===== src/rtl/obstacle_scheduler.sv =====
// obstacle_scheduler: owns the 10-slot obstacle table. On each frame tick during
// play it scrolls and retires the slots one per cycle, then may spawn one new
// obstacle whose height and placement (ceiling or floor) come from an LFSR.
// Optional build macro: OBSTACLE_SPEEDUP_EN (scroll speed grows with spawns).
module obstacle_scheduler #(
  parameter int          SPAWN_X        = 600,
  parameter int          OBS_W          = 40,
  parameter int          UPPER_BOUND    = 120,
  parameter int          LOWER_BOUND    = 360,
  parameter int          OBS_H_MIN      = 40,
  parameter int          SPEED          = 4,
  parameter int          SPAWN_INTERVAL = 60,
  parameter logic [15:0] LFSR_SEED      = 16'hACE1,
  parameter int          SPEEDUP_SPAWNS = 8,
  parameter int          MAX_SPEED      = 10
) (
  input  logic         clk,
  input  logic         rst,
  input  logic         frame_tick,
  input  logic [1:0]   gamemode,
  output logic [199:0] obstacle_x,
  output logic [179:0] obstacle_y,
  output logic         busy,
  output logic [3:0]   active_count,
  output logic         overrun,
  output logic [15:0]  spawned_total
);

  localparam int         NUM_SLOTS   = 10;
  localparam logic [1:0] IDLE        = 2'd0;
  localparam logic [1:0] SCAN        = 2'd1;
  localparam logic [1:0] SPAWN       = 2'd2;
  localparam logic [1:0] GM_INIT     = 2'b00;
  localparam logic [1:0] GM_PLAY     = 2'b01;
  localparam logic [9:0] SPAWN_LEFT  = 10'(SPAWN_X);
  localparam logic [9:0] SPAWN_RIGHT = 10'(SPAWN_X + OBS_W);
  localparam logic [8:0] TOP_Y       = 9'(UPPER_BOUND);
  localparam logic [8:0] BOT_Y       = 9'(LOWER_BOUND);
  localparam logic [8:0] H_MIN       = 9'(OBS_H_MIN);
  localparam logic [7:0] INTERVAL    = 8'(SPAWN_INTERVAL);
  localparam logic [7:0] TIMER_HOLD  = 8'(SPAWN_INTERVAL - 1);
  localparam logic [4:0] BASE_SPEED  = 5'(SPEED);

  logic [1:0]           state;
  logic [3:0]           idx;
  logic [7:0]           timer;
  logic [15:0]          lfsr;
  logic [4:0]           speed;
  logic [9:0]           left_q  [NUM_SLOTS];
  logic [9:0]           right_q [NUM_SLOTS];
  logic [8:0]           top_q   [NUM_SLOTS];
  logic [8:0]           bot_q   [NUM_SLOTS];
  logic [NUM_SLOTS-1:0] slot_valid;
  logic                 free_found;
  logic [3:0]           free_idx;
  logic [3:0]           valid_sum;
  logic [7:0]           timer_inc;
  logic                 spawn_due;
  logic                 init_req;
  logic [9:0]           step;
  logic [8:0]           height;

  assign init_req  = (gamemode == GM_INIT);
  assign timer_inc = timer + 8'd1;
  assign spawn_due = (state == SPAWN) && (timer_inc >= INTERVAL);
  assign step      = {5'd0, speed};
  assign height    = H_MIN + {3'd0, lfsr[5:0]};
  assign busy      = (state != IDLE);

  // Flatten the slot registers onto the packed output buses.
  always_comb begin
    // NOTE: every variable driven here gets a default first so no latch is inferred.
    obstacle_x = '0;
    obstacle_y = '0;
    for (int k = 0; k < NUM_SLOTS; k++) begin
      obstacle_x[k*20 +: 10]    = left_q[k];
      obstacle_x[k*20+10 +: 10] = right_q[k];
      obstacle_y[k*18 +: 9]     = top_q[k];
      obstacle_y[k*18+9 +: 9]   = bot_q[k];
    end
  end

  // Slot occupancy, lowest free slot and population count.
  always_comb begin
    slot_valid = '0;
    free_found = 1'b0;
    free_idx   = '0;
    valid_sum  = '0;
    for (int k = 0; k < NUM_SLOTS; k++) begin
      slot_valid[k] = |{left_q[k], right_q[k], top_q[k], bot_q[k]};
      valid_sum     = valid_sum + {3'd0, slot_valid[k]};
    end
    for (int k = NUM_SLOTS - 1; k >= 0; k--) begin
      if (!slot_valid[k]) begin
        free_found = 1'b1;
        free_idx   = 4'(k);
      end
    end
  end

  // Free-running Fibonacci LFSR (x^16+x^14+x^13+x^11+1); ignores game mode.
  always_ff @(posedge clk or posedge rst) begin
    // NOTE: sequential state uses non-blocking assignments so every register samples pre-edge values.
    if (rst) lfsr <= LFSR_SEED;
    else     lfsr <= {lfsr[14:0], lfsr[15] ^ lfsr[13] ^ lfsr[12] ^ lfsr[10]};
  end

  // Scan/spawn sequencer and the obstacle table itself.
  always_ff @(posedge clk or posedge rst) begin
    if (rst) begin
      state         <= IDLE;
      idx           <= '0;
      timer         <= '0;
      overrun       <= 1'b0;
      spawned_total <= '0;
      // NOTE: the table is a small register file that must read as all-invalid, so it is reset explicitly.
      for (int k = 0; k < NUM_SLOTS; k++) begin
        left_q[k]  <= '0;
        right_q[k] <= '0;
        top_q[k]   <= '0;
        bot_q[k]   <= '0;
      end
    end else if (init_req) begin
      state         <= IDLE;
      idx           <= '0;
      timer         <= '0;
      overrun       <= 1'b0;
      spawned_total <= '0;
      for (int k = 0; k < NUM_SLOTS; k++) begin
        left_q[k]  <= '0;
        right_q[k] <= '0;
        top_q[k]   <= '0;
        bot_q[k]   <= '0;
      end
    end else begin
      if (frame_tick && (state != IDLE)) overrun <= 1'b1;
      case (state)
        IDLE: begin
          if (frame_tick && (gamemode == GM_PLAY)) begin
            state <= SCAN;
            idx   <= '0;
          end
        end
        SCAN: begin
          if (slot_valid[idx]) begin
            if (right_q[idx] <= step) begin
              left_q[idx]  <= '0;
              right_q[idx] <= '0;
              top_q[idx]   <= '0;
              bot_q[idx]   <= '0;
            end else begin
              right_q[idx] <= right_q[idx] - step;
              left_q[idx]  <= (left_q[idx] < step) ? '0 : left_q[idx] - step;
            end
          end
          if (idx == 4'd9) state <= SPAWN;
          else             idx   <= idx + 4'd1;
        end
        SPAWN: begin
          state <= IDLE;
          if (!spawn_due) begin
            timer <= timer_inc;
          end else if (free_found) begin
            left_q[free_idx]  <= SPAWN_LEFT;
            right_q[free_idx] <= SPAWN_RIGHT;
            top_q[free_idx]   <= lfsr[15] ? BOT_Y - height : TOP_Y;
            bot_q[free_idx]   <= lfsr[15] ? BOT_Y : TOP_Y + height;
            timer             <= '0;
            if (spawned_total != 16'hFFFF) spawned_total <= spawned_total + 16'd1;
          end else begin
            // Table full: park just below the interval so the spawn retries next pass.
            timer <= TIMER_HOLD;
          end
        end
        default: state <= IDLE;
      endcase
    end
  end

  // Registered population count, one cycle behind the table.
  always_ff @(posedge clk or posedge rst) begin
    if (rst)           active_count <= '0;
    else if (init_req) active_count <= '0;
    else               active_count <= valid_sum;
  end

`ifdef OBSTACLE_SPEEDUP_EN
  localparam logic [4:0] SPEED_CAP       = 5'(MAX_SPEED);
  localparam logic [7:0] SPAWNS_PER_STEP = 8'(SPEEDUP_SPAWNS);

  logic       spawn_fire;
  logic [7:0] speedup_cnt;

  assign spawn_fire = spawn_due && free_found && !init_req;

  // Raise the scroll speed every SPAWNS_PER_STEP successful spawns, up to SPEED_CAP.
  always_ff @(posedge clk or posedge rst) begin
    if (rst) begin
      speed       <= BASE_SPEED;
      speedup_cnt <= '0;
    end else if (init_req) begin
      speed       <= BASE_SPEED;
      speedup_cnt <= '0;
    end else if (spawn_fire) begin
      if (speedup_cnt + 8'd1 >= SPAWNS_PER_STEP) begin
        speedup_cnt <= '0;
        if (speed < SPEED_CAP) speed <= speed + 5'd1;
      end else begin
        speedup_cnt <= speedup_cnt + 8'd1;
      end
    end
  end
`else
  localparam int unused_speedup_cfg = SPEEDUP_SPAWNS + MAX_SPEED;

  assign speed = BASE_SPEED;
`endif

endmodule


===== config.mk =====
export PLATFORM = sky130hd
export DESIGN_NAME = obstacle_scheduler
export DESIGN_NICKNAME = d
export VERILOG_FILES = /design/src/rtl/obstacle_scheduler.sv
export SDC_FILE = /design/constraint.sdc
export NUM_CORES = 1
export LEC_CHECK = 0
export ABC_CLOCK_PERIOD_IN_PS = 21500
export CORE_UTILIZATION = 50
export CTS_BUF_LIST = sky130_fd_sc_hd__clkbuf_4 sky130_fd_sc_hd__clkbuf_8
export DETAILED_ROUTE_END_ITERATION = 12
export PLACE_DENSITY = 0.78
export SYNTH_ARGS = -nofsm -noshare
export SYNTH_HDL_FRONTEND = slang
export SYNTH_SLANG_ARGS = --single-unit

===== constraint.sdc =====
create_clock -name clk -period 21.5 [get_ports clk]
set_input_delay 4.3 -clock clk [delete_from_list [all_inputs] [get_ports clk]]
set_output_delay 4.3 -clock clk [all_outputs]
set_load 0.01 [all_outputs]

==> key figures <==
STA
  • Worst slew margin: under 10%
  • RSZ-0062 raised after global routing: false
  • Final Cycle Share: a little under two fifths
  • Sum of negative setup slack: 0 ns
  • Fmax: 0.126 GHz
  • Clock Skew: 0.0371 ns
  • Minimum clock period: 7.95 ns
  • # setup viols final: 0
  • Worst-Margin Slew: 1.35 ns
  • Final Slew Violations: 0
  • Fin. Hold Viols: 0

Route
  • Metal2 WL: slightly above 40000 um
  • Drt first pass iters: 6
  • Top layer used by detailed routing: met4
  • Iteration-0 DRC Markers: roughly 2700
  • DR DRC count: 0
  • WL final: 93800 um
  • Wire length on met1: approximately 35000 um
  • Via count: about 20000
  • Via density: 6.81
  • Metal3 WL: roughly 12000 um
  • Routed Antenna Nets: 0
  • Per-cell routed wire length: 31.3 um

Min path
  • Worst Hold Class: reg2reg
  • Hold Path Depth: 0
  • Hold EP: lfsr[15]
  • Hold Startpoint: lfsr[14]

Die
  • Die H: 205 um
  • Die footprint: 42000 um^2
  • Ports: 407
  • Placement row count: 74
  • Die width: 205 um
  • Core ar.: 40700 um^2
  • Initial Util: 50.6%

Worst setup path
  • R2R Setup Slk: 15.77 ns
  • Worst-path cell chain: clkdlybuf4s50_1 -> or2_2 -> nand2_1 -> nor4_1 -> a211o_1 -> buf_4 -> or2_0 -> o21ai_0 -> or2_2
  • Slowest stage cell, crit path: nor4_1
  • Crit end category: flop
  • CP max FO: 24
  • WP buf/inv: 2
  • Crit path max-delay family: simple AND/OR/NAND/NOR gates
  • Crit path launch: gamemode[1]
  • Crit Reg-Reg Endpoint: obstacle_x[42]
  • Max incr delay on CP: 1.06 ns
  • Worst R2R Path Depth: 13
  • Crit Path Class: in2reg
  • CP Launch Type: input pin
  • Most common cell on crit path: or2_2
  • Worst EP arrival: between 8 and 9 ns
  • Data required, critical path: 22.04 ns
  • Crit Reg-Reg Startpoint: idx[1]
  • Critical Path Stages: 9

Synthesis
  • Synthesized flop and latch total: 431
  • Synth Flop Type: dfrtp_1
  • Async SR Flop Fraction: between 90% and 100%
  • Biggest area consumer among synthesized cells: dfrtp_1
  • Post-Synth Adder-Cell Area: around 1.6%
  • Combinational family with the most area after synthesis: compound AO/OA/AOI/OAI gates
  • Library cells used by synthesis: 78
  • Compound-Gate Fraction of Synth Area: 21.5%
  • Syn nets: 2042
  • Avg Cell Area, Syn: 10.2 um^2
  • XOR/XNOR Fraction of Synth Area: 1.23%
  • Simple-gate portion of the synthesized area: 15.0%
  • Post-Syn Instances: 2015
  • Post-synthesis mux area share: ~5%
  • Sequential share of the synthesized area: 52.4%
  • Syn Std Cell Area: between 20000 and 25000 um^2
  • Yosys warns: 0
  • EDFF count, synth: 0
  • Synth top area cells: dfrtp_1 51%, o2bb2ai_1 6.2%, o21ai_0 4.7%
  • Share of the synthesized area in the top cell type: 51.4%

CTS
  • Gates resized, CTS repair: 0
  • Clk slew on worst S/H paths: roughly 0.060 ns
  • Clock sink total: 431
  • Post-CTS Setup Bufs: 0
  • Worst-Skew Late Latency: 0.65 ns
  • Clock Path Buffers: 3
  • Hold_buf cts: 0
  • Num CTS Buffers: 75
  • CTS root buffer: clkbuf_8
  • CTS tree: done
  • H-Tree Depth: 3

Cells and area
  • Diode count: 0
  • Final core occ: 65.5%
  • Fraction of layout cells with a size suffix above 1: 8.99%
  • # fillers: 3258
  • Synthesis-to-finish area growth: 29.5%
  • Nets: 2441

Power and ir drop
  • Pleak: 11.2 nW
  • Peak supply drop: 0.0715 mV
  • PD cells: around 150 nW/um^2

Run
  • Max-cap violation count: 0

Global routing
  • All-Layer GR Usage: 44.8%
  • Grt total ovfl: 0
  • First-pass GRT wire length: 136000 um
  • Initial antenna violation count: 0
  • Vias in the first global route: about 20000
  • Largest net degree at the start of global routing: 103

Run status
  • Outcome: complete, no violations

Placed design
  • GP Congestion: 1.02
  • Hpwl dp: 67900 um
  • Port Buffers: 406
-- synthesized netlist by cell type (12+ instances only) --
| library cell | n |
|---|---|
| clkbuf_1 | 58 |
| nor2_1 | 108 |
| o2bb2ai_1 | 146 |
| a22o_1 | 65 |
| a21oi_1 | 72 |
| nand2_1 | 254 |
| or3_1 | 12 |
| nand2b_1 | 16 |
| mux2i_1 | 74 |
| xnor2_1 | 25 |
| ha_1 | 16 |
| o21ai_0 | 193 |
| nand3_1 | 30 |
| and3_1 | 15 |
| or2_2 | 14 |
| inv_1 | 46 |
| nor4_1 | 94 |
| nor3_1 | 31 |
| nand4_1 | 22 |
| buf_2 | 31 |
| dfrtp_1 | 423 |
| buf_1 | 18 |
| o22ai_1 | 53 |
-- worst max-delay path by stage --
stage / endpoint / slack [ns]
2_1_floorplan: active_count[0] / 5.21
3_3_place_gp: obstacle_x[109] / 13.13
3_5_place_dp: obstacle_x[109] / 13.00
4_1_cts: obstacle_x[109] / 13.63
5_1_grt: obstacle_x[109] / 13.29
6_report: obstacle_x[109] / 13.55
-- layer usage --
layer  vias to the layer above  GRT usage [%]
met5                         -              0
met4                         0           25.5
met3                       350           13.1
met2                      1685           66.2
met1                     10100           58.9
li1                       8325              -
-- power breakdown --
group	internal [mW]	leakage, nW	total (mW)	switching [mW]
logic	0.663	4.44	1.94	1.28
registers	0.939	5.88	1.20	0.261
clock network	0.457	0.853	0.816	0.360
-- sequential cells by signal, indices dropped and copies added (netlist names) --
name           count
lfsr              16
state              2
obstacle_x       200
idx                4
timer              8
obstacle_y       180
active_count       4
spawned_total     16
overrun            1
-- placed cells by master, fill, tap and decap left out, types with 16 or more instances in the layout --
master           instances
dfrtp_1                421
clkdlybuf4s50_1        406
nand2_1                254
o21ai_0                191
o2bb2ai_1              146
nor2_1                 107
nor4_1                  94
clkbuf_8                93
mux2i_1                 74
a21oi_1                 72
a22o_1                  65
o22ai_1                 53
inv_1                   45
nor3_1                  31
nand3_1                 30
buf_4                   30
xnor2_1                 25
clkbuf_4                24
nand4_1                 22
nand2b_1                16
ha_1                    16
-- cell type report --
type                       instances  area [um^2]  share of cell area (%)
clock inverter                    15          141                   0.530
multi-input combinational       1423         9150                    34.3
inverter                          47          184                   0.689
tap                              532          666                    2.49
sequential                       431        10800                    40.5
clock buffer                     117         1460                    5.47
timing repair buffer             436         4290                    16.1
-- kinds of logic after synthesis --
logic type | Yosys count
AO/OA/AOI/OAI | 639
XOR/XNOR | 29
adder cells (fa/ha/maj) | 22
buffers and inverters | 161
flip-flops | 431
multiplexers | 90
AND/OR/NAND/NOR | 643
-- stage by stage --
stage / area [um^2] / total power, mW / cells / hold WS, ns / setup slack [ns]
final: 26700 / 3.96 / 3001 / 0.351 / 13.55
after global routing: 26700 / 4.11 / 3001 / 0.366 / 13.29
after CTS: 26700 / 3.88 / 3001 / 0.353 / 13.63
after detailed placement: 25100 / 3.07 / 2869 / 0.341 / 13.00
after global placement: 25100 / 3.04 / 2869 / 0.335 / 13.13
after floorplan: 20600 / 2.17 / 2015 / 0.331 / 5.21
(Power assumes the default switching activity.)
